## config.mk

```make
export PLATFORM = sky130hd
export DESIGN_NAME = bist_controller_flat
export DESIGN_NICKNAME = d
export VERILOG_FILES = /design/src/rtl/bist_pkg.sv /design/src/rtl/bist_controller_if.sv /design/src/rtl/bist_lfsr.sv /design/src/rtl/bist_controller.sv /design/src/flat_wrapper.sv
export SDC_FILE = /design/constraint.sdc
export NUM_CORES = 1
export LEC_CHECK = 0
export ABC_CLOCK_PERIOD_IN_PS = 1900
export CAP_MARGIN = 20
export CORE_MARGIN = 5
export CORE_UTILIZATION = 49
export CTS_BUF_LIST = sky130_fd_sc_hd__clkbuf_2
export DETAILED_ROUTE_END_ITERATION = 6
export GPL_TIMING_DRIVEN = 0
export PLACE_DENSITY = 0.75
export SLEW_MARGIN = 20
export SYNTH_ARGS = -nofsm -noshare
export SYNTH_HDL_FRONTEND = slang
export SYNTH_SLANG_ARGS = --single-unit
export TNS_END_PERCENT = 20
```

## constraint.sdc

```tcl
create_clock -name clk -period 1.9 [get_ports clk]
set_input_delay 0.19 -clock clk [delete_from_list [all_inputs] [get_ports clk]]
set_output_delay 0.19 -clock clk [all_outputs]
set_load 0.005 [all_outputs]
```

## src/rtl/bist_pkg.sv

```systemverilog
// Shared types and constants for the built-in self-test sequencer and its pattern generators.
package bist_pkg;

    localparam int unsigned BIST_PAT_W   = 8;
    localparam int unsigned BIST_FLUSH_W = 4;

    // Fibonacci taps for x^8+x^6+x^5+x^4+1 (feedback from bits 7,5,4,3)
    localparam logic [7:0] BIST_TAPS         = 8'hB8;
    localparam logic [7:0] BIST_DEFAULT_SEED = 8'h01;

    typedef enum logic [2:0] {
        S_IDLE    = 3'd0,
        S_CLEAR   = 3'd1,
        S_RUN     = 3'd2,
        S_FLUSH   = 3'd3,
        S_COMPARE = 3'd4,
        S_DONE    = 3'd5
    } bist_state_t;

endpackage

```

## src/rtl/bist_controller_if.sv

```systemverilog
// Control/status and pattern bus between the test controller, the BIST sequencer and the CUT/analyzer.
interface bist_controller_if #(
    parameter int unsigned PAT_W = 8
);
    logic             start;
    logic             abort;
    logic [7:0]       golden_sig;
    logic [7:0]       sig_in;
    logic             test_mode;
    logic [PAT_W-1:0] pattern;
    logic             pat_valid;
    logic             sa_rst;
    logic             busy;
    logic             done;
    logic             pass;
    logic [7:0]       result_sig;

    modport master (
        output start, abort, golden_sig, sig_in,
        input  test_mode, pattern, pat_valid, sa_rst, busy, done, pass, result_sig
    );

    modport slave (
        input  start, abort, golden_sig, sig_in,
        output test_mode, pattern, pat_valid, sa_rst, busy, done, pass, result_sig
    );
endinterface

```

## src/rtl/bist_lfsr.sv

```systemverilog
// Fibonacci LFSR pattern source with synchronous load and step enable; zero seeds are forced to 1.
module bist_lfsr
    import bist_pkg::*;
#(
    parameter int unsigned   W          = BIST_PAT_W,
    parameter logic [W-1:0]  TAPS       = W'(BIST_TAPS),
    parameter logic [W-1:0]  RESET_SEED = W'(BIST_DEFAULT_SEED)
) (
    input  logic         clk,
    input  logic         reset,
    input  logic         load,
    input  logic         advance,
    input  logic [W-1:0] seed,
    output logic [W-1:0] pattern
);

    // An all-zero state would lock the register up, so it is never loaded
    localparam logic [W-1:0] RESET_SAFE = (RESET_SEED == '0) ? W'(1) : RESET_SEED;

    logic [W-1:0] seed_safe;

    assign seed_safe = (seed == '0) ? W'(1) : seed;

    always_ff @(posedge clk or posedge reset) begin
        if (reset) begin
            pattern <= RESET_SAFE;
        end else if (load) begin
            pattern <= seed_safe;
        end else if (advance) begin
            pattern <= {pattern[W-2:0], ^(pattern & TAPS)};
        end
    end

endmodule

```

## src/rtl/bist_controller.sv

```systemverilog
// BIST sequencer: clears the analyzer, streams LFSR patterns into the CUT, drains, and grades the signature.
module bist_controller
    import bist_pkg::*;
#(
    parameter int unsigned      PAT_W        = BIST_PAT_W,
    parameter int unsigned      NUM_PATTERNS = 255,
    parameter int unsigned      FLUSH_CYC    = 2,
    parameter logic [PAT_W-1:0] SEED         = PAT_W'(BIST_DEFAULT_SEED)
) (
    input  logic               clk,
    input  logic               reset,
    bist_controller_if.slave   bus
);

    localparam int unsigned               CNT_W      = $clog2(NUM_PATTERNS + 1);
    localparam logic [CNT_W-1:0]          LAST_PAT   = CNT_W'(NUM_PATTERNS - 1);
    localparam logic [BIST_FLUSH_W-1:0]   LAST_FLUSH = BIST_FLUSH_W'(FLUSH_CYC - 1);
    localparam logic [PAT_W-1:0]          SEED_EFF   = (SEED == '0) ? PAT_W'(1) : SEED;

    bist_state_t               state, state_next;
    logic [CNT_W-1:0]          pat_cnt, pat_cnt_next;
    logic [BIST_FLUSH_W-1:0]   flush_cnt, flush_cnt_next;
    logic [7:0]                golden, golden_next;
    logic [7:0]                result_sig_q, result_sig_next;
    logic                      pass_q, pass_next;
    logic                      lfsr_load, lfsr_advance;
    logic                      accept, running;

    logic test_mode_q, test_mode_next;
    logic pat_valid_q, pat_valid_next;
    logic sa_rst_q, sa_rst_next;
    logic busy_q, busy_next;
    logic done_q, done_next;

    logic [PAT_W-1:0] pattern_q;

    bist_lfsr #(
        .W          (PAT_W),
        .TAPS       (PAT_W'(BIST_TAPS)),
        .RESET_SEED (SEED_EFF)
    ) u_lfsr (
        .clk     (clk),
        .reset   (reset),
        .load    (lfsr_load),
        .advance (lfsr_advance),
        .seed    (SEED_EFF),
        .pattern (pattern_q)
    );

    // State register
    always_ff @(posedge clk or posedge reset) begin
        if (reset) begin
            state <= S_IDLE;
        end else begin
            state <= state_next;
        end
    end

    // Next state, counters, result capture and next values of the registered outputs
    always_comb begin
        state_next      = state;
        pat_cnt_next    = pat_cnt;
        flush_cnt_next  = flush_cnt;
        golden_next     = golden;
        result_sig_next = result_sig_q;
        pass_next       = pass_q;
        lfsr_load       = 1'b0;
        lfsr_advance    = 1'b0;
        accept          = 1'b0;
        running         = state inside {S_CLEAR, S_RUN, S_FLUSH, S_COMPARE};

        if (running && bus.abort) begin
            state_next = S_IDLE;
            pass_next  = 1'b0;
        end else begin
            case (state)
                S_IDLE: begin
                    if (bus.start) begin
                        accept = 1'b1;
                    end
                end
                S_CLEAR: begin
                    state_next   = S_RUN;
                    pat_cnt_next = '0;
                end
                S_RUN: begin
                    // The last vector is held through the drain, so no step on the way out
                    if (pat_cnt == LAST_PAT) begin
                        state_next     = S_FLUSH;
                        flush_cnt_next = '0;
                    end else begin
                        pat_cnt_next = pat_cnt + CNT_W'(1);
                        lfsr_advance = 1'b1;
                    end
                end
                S_FLUSH: begin
                    if (flush_cnt == LAST_FLUSH) begin
                        state_next = S_COMPARE;
                    end else begin
                        flush_cnt_next = flush_cnt + BIST_FLUSH_W'(1);
                    end
                end
                S_COMPARE: begin
                    result_sig_next = bus.sig_in;
                    pass_next       = (bus.sig_in == golden);
                    state_next      = S_DONE;
                end
                S_DONE: begin
                    if (bus.start) begin
                        accept = 1'b1;
                    end else begin
                        state_next = S_IDLE;
                    end
                end
                default: begin
                    state_next = S_IDLE;
                end
            endcase
        end

        if (accept) begin
            state_next      = S_CLEAR;
            golden_next     = bus.golden_sig;
            lfsr_load       = 1'b1;
            pass_next       = 1'b0;
            result_sig_next = '0;
            pat_cnt_next    = '0;
            flush_cnt_next  = '0;
        end

        test_mode_next = state_next inside {S_CLEAR, S_RUN, S_FLUSH, S_COMPARE};
        busy_next      = state_next inside {S_CLEAR, S_RUN, S_FLUSH, S_COMPARE};
        pat_valid_next = (state_next == S_RUN);
        sa_rst_next    = (state_next == S_CLEAR);
        done_next      = (state_next == S_DONE);
    end

    // Counters, latched golden value, result and output flops
    always_ff @(posedge clk or posedge reset) begin
        if (reset) begin
            pat_cnt      <= '0;
            flush_cnt    <= '0;
            golden       <= '0;
            result_sig_q <= '0;
            pass_q       <= 1'b0;
            test_mode_q  <= 1'b0;
            pat_valid_q  <= 1'b0;
            sa_rst_q     <= 1'b0;
            busy_q       <= 1'b0;
            done_q       <= 1'b0;
        end else begin
            pat_cnt      <= pat_cnt_next;
            flush_cnt    <= flush_cnt_next;
            golden       <= golden_next;
            result_sig_q <= result_sig_next;
            pass_q       <= pass_next;
            test_mode_q  <= test_mode_next;
            pat_valid_q  <= pat_valid_next;
            sa_rst_q     <= sa_rst_next;
            busy_q       <= busy_next;
            done_q       <= done_next;
        end
    end

    assign bus.test_mode  = test_mode_q;
    assign bus.pattern    = pattern_q;
    assign bus.pat_valid  = pat_valid_q;
    assign bus.sa_rst     = sa_rst_q;
    assign bus.busy       = busy_q;
    assign bus.done       = done_q;
    assign bus.pass       = pass_q;
    assign bus.result_sig = result_sig_q;

endmodule

```

## src/flat_wrapper.sv

```systemverilog
// flat-port wrapper written by rule: the top's interface ports become plain ports
module bist_controller_flat import bist_pkg::*;
#(
    parameter int unsigned      PAT_W        = BIST_PAT_W,
    parameter int unsigned      NUM_PATTERNS = 255,
    parameter int unsigned      FLUSH_CYC    = 2,
    parameter logic [PAT_W-1:0] SEED         = PAT_W'(BIST_DEFAULT_SEED)
)
  (clk, reset, bus_start, bus_abort, bus_golden_sig, bus_sig_in, bus_test_mode, bus_pattern, bus_pat_valid, bus_sa_rst, bus_busy, bus_done, bus_pass, bus_result_sig);
  bist_controller_if #(.PAT_W(PAT_W)) bus_i ();
  input  logic clk;
  input  logic reset;
  input wire logic [$bits(bus_i.start)-1:0] bus_start;
  input wire logic [$bits(bus_i.abort)-1:0] bus_abort;
  input wire logic [$bits(bus_i.golden_sig)-1:0] bus_golden_sig;
  input wire logic [$bits(bus_i.sig_in)-1:0] bus_sig_in;
  output wire logic [$bits(bus_i.test_mode)-1:0] bus_test_mode;
  output wire logic [$bits(bus_i.pattern)-1:0] bus_pattern;
  output wire logic [$bits(bus_i.pat_valid)-1:0] bus_pat_valid;
  output wire logic [$bits(bus_i.sa_rst)-1:0] bus_sa_rst;
  output wire logic [$bits(bus_i.busy)-1:0] bus_busy;
  output wire logic [$bits(bus_i.done)-1:0] bus_done;
  output wire logic [$bits(bus_i.pass)-1:0] bus_pass;
  output wire logic [$bits(bus_i.result_sig)-1:0] bus_result_sig;
  assign bus_i.start = bus_start;
  assign bus_i.abort = bus_abort;
  assign bus_i.golden_sig = bus_golden_sig;
  assign bus_i.sig_in = bus_sig_in;
  assign bus_test_mode = bus_i.test_mode;
  assign bus_pattern = bus_i.pattern;
  assign bus_pat_valid = bus_i.pat_valid;
  assign bus_sa_rst = bus_i.sa_rst;
  assign bus_busy = bus_i.busy;
  assign bus_done = bus_i.done;
  assign bus_pass = bus_i.pass;
  assign bus_result_sig = bus_i.result_sig;
  bist_controller #(.PAT_W(PAT_W), .NUM_PATTERNS(NUM_PATTERNS), .FLUSH_CYC(FLUSH_CYC), .SEED(SEED)) u_core (.clk(clk), .reset(reset), .bus(bus_i));
endmodule
```

======== Word level (Yosys, flattened, before mapping) ========
Index checks and enable logic that the tools add are counted.
storage, ports and cells
  register bits ........................... 44
  output and inout port bits .............. 22
  logic and storage cells ................. 74
operators by class
  add/sub/neg operators ................... 2
  equal/unequal tests ..................... 17
  mux-type cells .......................... 30
  reductions and logical operators ........ 14
operators with widths
  operator               count
  $mux W8                8
  $pmux W3 S6            1
  $mux W4                4
  $pmux W8 S2            1
  $mux W3                5
  $eq A3 B2 Y1 const B   4
  $eq A3 B3 Y1 const B   4
  $mux W1                10
  $ne A3 B2 Y1 const B   3
  $reduce_bool A3 Y1     3
  $add A8 B1 Y8 const B  1
  $eq A8 B8 Y1           1
  $eq A8 B8 Y1 const B   1
  $pmux W4 S2            1
  $reduce_bool A4 Y1     2
  $reduce_xor A8 Y1      1
  $eq A3 B1 Y1 const B   2
  $add A4 B1 Y4 const B  1
  $eq A4 B1 Y1 const B   1
  $reduce_and A4 Y1      1
  $reduce_bool A2 Y1     2
  $logic_not A3 Y1       1
  $reduce_and A3 Y1      1
  $ne A2 B1 Y1 const B   1
  3 further kinds        3

======== Longest topological paths before layout ========
  depth after elaboration ................. 7
  mapped depth ............................ 7
  mapped depth without buffers ............ 6

======== Cells and area by module ========
Synthesis repeated with hierarchy kept, for this count alone.
unflattened totals
  cell total of the unflattened synthesis .. 210
  area, all modules ....................... 2258.4 µm²
by module, submodules not included
  module           instances  cells an instance  area each (µm²)  seq. area each (µm²)
  bist_controller  1          169                1850.5           900.9
  bist_lfsr        1          41                 407.9            201.4

======== Least setup slack after synthesis ========
No wires, ideal clock.
  path type ............................... reg2reg
  from .................................... register u_core.pat_cnt[0]
  to ...................................... register u_core.flush_cnt[2]
  setup time .............................. 0.078 ns
  arrival time ............................ 1.789 ns
  slack ................................... 0.033 ns
  cell stages (with the launch flop) ...... 7
  clock period less this slack ............ 1.867 ns
  cell sequence ........................... dfrtp_1 > inv_1 > ha_1 > nand4_1 > o32a_4 > or4_1 > a21oi_1
between the ends
  longest elaborated chain between the ends .. 3
ends and longest elaborated chain
  item                                line                    RTL
  start, declared                     bist_controller.sv:21   logic [CNT_W-1:0] pat_cnt, pat_cnt_next;
  start signal, assigned              bist_controller.sv:152  pat_cnt <= pat_cnt_next;
  $eq A8 B8 Y1                        bist_controller.sv:88   if (pat_cnt == LAST_PAT) begin
  $ne A3 B2 Y1 (no source line)       n/a
  $reduce_and A4 Y1 (no source line)  n/a
  end signal, assigned                bist_controller.sv:153  flush_cnt <= flush_cnt_next;
  end, declared                       bist_controller.sv:22   logic [BIST_FLUSH_W-1:0] flush_cnt, flush_cnt_next;
Every way passes these cells.
A chain may end at the register's enable or synchronous reset.

======== Final worst setup path ========
  from .................................... register u_core.state[1]
  to ...................................... register u_core.flush_cnt[2]
between the ends
  longest elaborated chain between the ends .. 6
  elaborated cells on any way between the ends .. 19
  classes of those cells .................. eq/ne: 8; mux: 5; reduce/logical: 6
ends and longest elaborated chain
  item                                                                            line                   RTL
  start, declared                                                                 bist_controller.sv:20  bist_state_t state, state_next;
  start signal, assigned                                                          bist_controller.sv:55  state <= state_next;
  $eq A3 B3 Y1 (tied with other cells)                                            bist_controller.sv:76  case (state)
  $reduce_or A2 Y1 (no source line) / $reduce_bool A4 Y1 (equally long branches)  n/a
  $mux W1 / $logic_and A1 B1 Y1 (equally long branches)                           n/a
  $mux W1                                                                         bist_controller.sv:72  if (running && bus.abort) begin
  $ne A3 B2 Y1 (no source line) (tied with other cells)                           n/a
  $reduce_and A4 Y1 (no source line)                                              n/a
Several ways; a longest one is shown, not always the timed one. The select of a mux whose other input is x is not followed.

==> out/results.tsv <==
metric	value	unit
synth_nets	262	
status	finished with violations	
synth-edff-count	0	
synth.area.top_cells	dfrtp_1, nand2_1, mux2i_1	
via_count	1905	
finalNetCount	325	
setup_violations	3	
cp.arrival	2.32	ns
end_kind	flop	
cts_max_path_buffers	2	
first_pass_iters	4	
yosysTopAreaCellShare	0.4720	
grt_pass1_wl	8556	um
clkSlewWorstSetupHoldPaths	0.22	ns
cp_top_family	simple AND/OR/NAND/NOR gates	
port-buffer-count	41	
worstSkewPairLatency	0.41	ns
totalWireLength	5234	um
n_antenna_cell	0	
p_leak	0.001400	uW
powerDensity	1146	mW/mm2
post-dp-hpwl	3628	um
drive_gt1_frac	0.1689	
finalSetupTns	-0.1439	ns
crit_chain	or3b_1 > buf_6 > o32a_4 > or4_4 > a21oi_2	
hp-class	in2reg	
required	2.24	ns
rsz0062_at_grt	yes	
vias_per_cell	5.381	
grt_util_all_layers	0.1732	
yosysSeqAreaShare	0.4835	
finalHoldViolCount	0	
max_stage_delay	0.45	ns
synth_top_area_cell	dfrtp_1	
grt_max_degree	35	
synthArstFlopShare	1.000	
io_pins	42	
start_util	0.5130	
fmax	505.4	MHz
core	0.004444	mm2
worst_slack	-0.07875	ns
clock-sinks	44	
period_needed	1.979	ns
die_area	0.006117	mm2
yosysUniqueCellTypes	45	
grt_pass1_vias	1840	
area_growth	32.38	%
cts_root_buf	clkbuf_2	
cts_buffers	5	
fillerInstances	366	
violations	setup timing	
seq_area	0.001102	mm2
grt_antenna_before_repair	0	
synth_flop_cell	dfrtp_1	
clock_skew	0.02522	ns
die_w	78.21	um
crit_fanout	6	
path_buf_inv	1	
ant_nets	0	
die_y	78.21	um
irDropWorstVdd	636.8	uV
start_kind	flop	
drv_slew	0	
ys_ff_latch	44	
synth_most_common_cell	nand2_1	
htreeDepth	2	
maxSlewHeadroom	0.7057	
first_iter_violations	119	
globalplace.congestion	0.7822	
synthTopCellsByCount	nand2_1, dfrtp_1, inv_1, mux2i_1	
whs	0.2839	ns
syn-cell-area	0.002280	mm2
multiInputGateArea	0.001144	mm2
timing.final.crit_share	1.041	
wl_per_cell	14.79	um
drc_errors	0	
yosys_warnings	0	
avgSynthCellArea	9.579	um2
worstSetupPathType	reg2reg	
overflow	0	
netlist_instances	238	
worst_slew_pin_slew	0.4414	ns
cap_violations	0	
worst_path_max_delay_cell	dfrtp_1	
placementRows	24	
tritoncts	built	
## report_power, final
| group | total [uW] | leakage, uW | internal [uW] | switching, uW |
|---|---|---|---|---|
| sequential | 1370 | 0.000587 | 1190 | 186 |
| combinational | 1700 | 0.000782 | 870 | 827 |
| clock | 391 | 0.0000306 | 98.6 | 292 |
| total | 3460 | 0.00140 | 2150 | 1310 |
## metal layers
metal | part of all wire | global-route usage | vias up
met5 | 0 | 0 | -
met4 | 0.0067 | 0.03671 | 0
met3 | 0.050 | 0.04462 | 5
met2 | 0.48 | 0.2868 | 48
met1 | 0.46 | 0.2308 | 905
li1 | - | - | 947
## registers in the layout, summed over array words and instances (netlist names)
| name | count |
|---|---|
| u_core.bus.done | 1 |
| u_core.bus.pass | 1 |
| u_core.bus.pat_valid | 1 |
| u_core.bus.result_sig | 8 |
| u_core.bus.sa_rst | 1 |
| u_core.bus.test_mode | 1 |
| u_core.flush_cnt | 4 |
| u_core.golden | 8 |
| u_core.pat_cnt | 8 |
| u_core.state | 3 |
| u_core.u_lfsr.pattern | 8 |
## path summary, 6_finish.rpt
| check | from | to | slack (ns) | depth (start not counted) |
|---|---|---|---|---|
| max in group asynchronous | reset | u_core.u_lfsr.pattern[0] | 0.81 | 4 |
| min in group asynchronous | reset | u_core.pat_cnt[2] | 0.57 | 3 |
| worst max-delay path | u_core.state[1] | u_core.flush_cnt[2] | -0.08 | 5 |
| worst min register to register | u_core.pat_cnt[7] | u_core.pat_cnt[7] | 0.50 | 1 |
| worst min-delay path | bus_golden_sig[7] | u_core.golden[7] | 0.28 | 3 |
| worst max register to register | u_core.state[1] | u_core.flush_cnt[2] | -0.08 | 5 |
## worst reg2reg max path, stage by stage, from the launching register on
cell and delay (ns):
dfrtp_1 0.45, or3b_1 0.37, buf_6 0.13, o32a_4 0.38, or4_4 0.42, a21oi_2 0.15
## cells in the final DEF, fill, tap and decap left out, types with 8 or more instances in the layout
cell              n
clkbuf_2         10
clkdlybuf4s50_1  41
buf_4            15
nand3_1           9
dfrtp_1          43
inv_1            11
nand2_1          49
o21ai_0           9
xnor2_1           9
nor2_1            8
mux2i_1          12
## cells by family after synthesis
logic type,after synthesis,synth area share
buf+inv,24,0.04336
xor+xnor,12,0.04610
flops,44,0.4835
fa+ha+maj,4,0.02195
mux,17,0.07739
simple gates,96,0.2042
compound gates,41,0.1235
## layout make-up
type                            instances  share of cell area
Multi-Input combinational cell        170              0.3789
Timing Repair Buffer                   56              0.1783
Buffer                                 11             0.02570
Tap cell                               52             0.02156
Inverter                               13             0.01741
Clock inverter                          1            0.001244
Sequential cell                        44              0.3653
Clock buffer                            7             0.01161
## metrics by stage
step	utilization	std cells	setup slack [ns]	area (um2)	total power [uW]
2_1_floorplan	-	238	0.03342	2280	2305
3_3_place_gp	0.6199	331	-0.2370	2755	2783
3_5_place_dp	0.6244	332	-0.2333	2775	2826
4_1_cts	0.6540	347	-0.1007	2907	3348
5_1_grt	0.6791	354	-0.08908	3018	3720
6_report	0.6791	354	-0.07875	3018	3460
## what timing repair did
| action | CTS | global route |
|---|---|---|
| gates resized for setup | 10 | 25 |
| hold buffers | 1 | 0 |
| pin swaps | 4 | 3 |
| buffers inserted | 6 | 7 |
| hold endpoints to repair | 10 | 0 |
| setup endpoints to repair | 33 | 33 |
Power figures use the tool's default switching activity.
==> RTL edit 1 (same flow settings) <==
Take the reset off `result_sig_q` and load it in a clocked block of its own.
--- a/src/rtl/bist_controller.sv
+++ b/src/rtl/bist_controller.sv
@@ -141,7 +141,6 @@
             pat_cnt      <= '0;
             flush_cnt    <= '0;
             golden       <= '0;
-            result_sig_q <= '0;
             pass_q       <= 1'b0;
             test_mode_q  <= 1'b0;
             pat_valid_q  <= 1'b0;
@@ -152,7 +151,6 @@
             pat_cnt      <= pat_cnt_next;
             flush_cnt    <= flush_cnt_next;
             golden       <= golden_next;
-            result_sig_q <= result_sig_next;
             pass_q       <= pass_next;
             test_mode_q  <= test_mode_next;
             pat_valid_q  <= pat_valid_next;
@@ -160,6 +158,10 @@
             busy_q       <= busy_next;
             done_q       <= done_next;
         end
+    end
+
+    always_ff @(posedge clk) begin
+        result_sig_q <= result_sig_next;
     end
 
     assign bus.test_mode  = test_mode_q;
Behaviour: same outputs for any inputs over 10 cycles, from zero or initial values and one cycle with reset high; that may be too few to reach the edited logic, so the function may still have changed.
==> RTL edit 1 against the unedited design <==
First-iteration DRC count decreased by 18%. Sequential share of layout area increased by 3.4 points. Area after synthesis decreased by 8.9%. Fmax increased by 6.8%. Non-clock buffer count decreased by 14. Power decreased by 27%. Wire length decreased by 14%. Synthesized cell count decreased by 8.8%. Hold slack got worse by 0.099 ns. Setup slack improved by 0.13 ns. Design area decreased by 12%. Sequential cell count unchanged. Critical path type unchanged. Largest power group is now sequential cells.
==> RTL edit 1: results (changes against the unedited design) <==
Cell Int Power 1660 uW (was 2150 uW); setup ws final 0.0464 ns (was -0.0788 ns); Arr. time, crit path 2.17 ns (was 2.32 ns); crit-path max cell delay 0.47 ns (was 0.45 ns); Final Net Count 293 (was 325); Met1 Wirelength 2.07 mm (was 2.41 mm); clock network area share 0.0146 (was 0.0129); r2r setup slk 0.05 ns (was -0.08 ns); clock skew 0.0221 ns (was 0.0252 ns); Hold Path Class in2async (was in2reg); synth top area cells dfrtp_1, nand2_1, dfxtp_1 (was dfrtp_1, nand2_1, mux2i_1); outcome finished clean (was finished with violations); largest net degree at the start of global routing 37 (was 35); Min Hold Slack 0.185 ns (was 0.284 ns); FFs w/ async S/R, synth 0.818 (was 1.00); Met3 Wirelength 256 um (was 264 um); sequential power share 0.490 (was 0.397); layout cells sized above 1 0.133 (was 0.169); multi-input gate count 157 (was 170); Syn Nets 241 (was 262); fraction of standard cell area in multi-input logic 0.362 (was 0.379); crit-path max FO 5 (was 6); worst reg2reg path endpoint u_core.flush_cnt[3] (was u_core.flush_cnt[2]); first-pass GRT wire length 7.45 mm (was 8.56 mm); sequential cell area share 0.399 (was 0.365); met3 Usage GRT 0.0414 (was 0.0446); Buffers excl. clock 53 (was 67); Met2 Wirelength 2.07 mm (was 2.52 mm); slowest CP cell a2111oi_4 (was dfrtp_1); Top delay family on crit path compound AO/OA/AOI/OAI gates (was simple AND/OR/NAND/NOR gates); Post-CTS Resized 3 (was 10); M1 GR Usage 0.222 (was 0.231); Mean Syn Cell Area 9.57 sq um (was 9.58 sq um); post-synthesis sequential area ratio 0.512 (was 0.484); dpl ws -0.302 ns (was -0.233 ns)
[RTL edit 1: kinds of logic after synthesis]
family,count (synthesis),synth area share
buf+inv,16,0.0416
compound gates,41,0.127
fa+ha+maj,4,0.0241
mux,2,0.0108
xor+xnor,17,0.0717
simple gates,93,0.213
flops,44,0.512
[RTL edit 1: worst max-delay path by stage]
stage                              from             endpoint  cells after the start
CTS                     u_core.state[0]    u_core.pat_cnt[1]                      6
floorplan           u_core.flush_cnt[0]  u_core.flush_cnt[3]                      6
global placement              bus_abort    u_core.pat_cnt[1]                      6
global route            u_core.state[1]      u_core.bus.pass                      7
detailed placement            bus_abort    u_core.pat_cnt[1]                      6
finish              u_core.flush_cnt[0]  u_core.flush_cnt[3]                      6
[RTL edit 1: through the flow]
step	total power (uW)	cell area [sq um]	utilization
3_5_place_dp	2100	2550	0.628
5_1_grt	2730	2660	0.656
6_report	2540	2660	0.656
4_1_cts	2500	2610	0.643
2_1_floorplan	1780	2080	-
3_3_place_gp	2080	2550	0.628
==> RTL edit 2 (config.mk and constraints unchanged) <==
Without the edit above. `NUM_PATTERNS` is set to 255 in 2 places; all go to 510.
--- a/src/rtl/bist_controller.sv
+++ b/src/rtl/bist_controller.sv
@@ -3,7 +3,7 @@
     import bist_pkg::*;
 #(
     parameter int unsigned      PAT_W        = BIST_PAT_W,
-    parameter int unsigned      NUM_PATTERNS = 255,
+    parameter int unsigned      NUM_PATTERNS = 510,
     parameter int unsigned      FLUSH_CYC    = 2,
     parameter logic [PAT_W-1:0] SEED         = PAT_W'(BIST_DEFAULT_SEED)
 ) (
--- a/src/flat_wrapper.sv
+++ b/src/flat_wrapper.sv
@@ -2,7 +2,7 @@
 module bist_controller_flat import bist_pkg::*;
 #(
     parameter int unsigned      PAT_W        = BIST_PAT_W,
-    parameter int unsigned      NUM_PATTERNS = 255,
+    parameter int unsigned      NUM_PATTERNS = 510,
     parameter int unsigned      FLUSH_CYC    = 2,
     parameter logic [PAT_W-1:0] SEED         = PAT_W'(BIST_DEFAULT_SEED)
 )
Check against the original RTL: same outputs for any inputs over 10 cycles, from zero or initial values and one cycle with reset high; that may be too few to reach the edited logic, so the function may still have changed.
==> RTL edit 2 against the unedited design <==
The flow still finishes with violations (negative setup slack). Area after synthesis is 3.4% lower. Wire length is 9.2% lower. First-iteration DRC count rose by 10%. Power is 9.5% lower. Design area is 4.9% lower. Combinational power is 34% lower. Sequential cell count up 1. Setup slack got worse by 0.11 ns. Global-route usage fell by 0.31 points. Critical endpoint is now u_core.bus.result_sig[6]. Largest cell class is now registers.
==> RTL edit 2: results (changes against the unedited design) <==
Min Hold Slack 0.115 ns (was 0.284 ns); Setup Buffers After CTS 4 (was 6); failing checks negative setup slack (unchanged); first-pass iteration count of the detailed router 5 (was 4); Clk power 660 uW (was 391 uW); FILL cells 356 (was 366); Reg2Reg Depth 8 (was 5); crit-path max cell delay 0.47 ns (was 0.45 ns); crit-path max FO 5 (was 6); Setup crit start u_core.flush_cnt[1] (was u_core.state[1]); initial DRC count 131 (was 119); Hold Path Class in2async (was in2reg); GRT Total Usage 0.170 (was 0.173); clock network area share 0.0314 (was 0.0129); post-placement cell count 313 (was 332); setup violators final 18 (was 3); Syn-to-layout area delta 30.3% (was 32.4%); largest net degree at the start of global routing 27 (was 35); clock skew 0.0182 ns (was 0.0252 ns); multiplexer share of the synthesized area 0.0318 (was 0.0774); Slew headroom 0.620 (was 0.706); Syn Nets 244 (was 262); post-synthesis compound-gate area fraction 0.138 (was 0.123); Clock buffer cells 5 (was 7); dpl ws -0.302 ns (was -0.233 ns); Worst Setup EP u_core.bus.result_sig[6] (was u_core.flush_cnt[2]); fraction of standard cell area in multi-input logic 0.358 (was 0.379); multi-input gate count 157 (was 170); commonest cells in the netlist dfrtp_1, nand2_1, nor2_1 (was nand2_1, dfrtp_1, inv_1, mux2i_1); Arr. time, crit path 2.40 ns (was 2.32 ns); Non-clk invs 6 (was 13); Post-Syn Instances 220 (was 238); Top delay family on crit path simple AND/OR/NAND/NOR gates (unchanged); placed cell area 2700 sq um (was 2780 sq um); clock slew at reported path FFs 0.23 ns; synth top area cells dfrtp_1, nand2_1, xor2_1 (was dfrtp_1, nand2_1, mux2i_1); layout cells sized above 1 0.147 (was 0.169); num sequential 45 (was 44); Post-CTS Resized 12 (was 10); sw power 1020 uW (was 1310 uW); DR vias/cell 5.37 (was 5.38); Buffers excl. clock 57 (was 67); setup ws final -0.191 ns (was -0.0788 ns); port bufs 40 (was 41); Die W 77.0 um (was 78.2 um); Final Net Count 296 (was 325); Synth cell types 46 (was 45); DR vias 1744 (was 1905); sequential cell area share 0.393 (was 0.365); Lkg Pwr 0.00133 uW (was 0.00140 uW); first-pass GRT wire length 8.20 mm (was 8.56 mm); outcome finished with violations (unchanged); Signal buf overhead 0.187 (was 0.204)
==> RTL edit 2: changes by cell type after synthesis, sizes merged, moves of 3 or more <==
cell	unedited run	this run
xnor2	10	4
inv	12	6
mux2i	12	7
a22o	0	8
nand2	50	30
nand3	9	4
xor2	2	10
a31oi	3	0
o22ai	3	0
nor3	1	5
nor2	8	19
mux2	5	0
==> RTL edit 2: routing by layer <==
layer	global-route usage	routed length [um]	vias up
met5	0	0	-
met4	0.0653	57	0
met3	0.0304	222	5
met2	0.256	2210	38
met1	0.244	2270	834
li1	-	-	867
==> RTL edit 2: how the worst min path moves through the flow <==
stage | start | endpoint | cells past startpoint
2_1_floorplan | bus_golden_sig[0] | u_core.golden[0] | 2
3_3_place_gp | u_core.golden[6] | u_core.golden[6] | 2
3_5_place_dp | u_core.golden[0] | u_core.golden[0] | 2
4_1_cts | reset | u_core.golden[1] | 2
5_1_grt | reset | u_core.golden[1] | 2
6_report | reset | u_core.golden[1] | 2
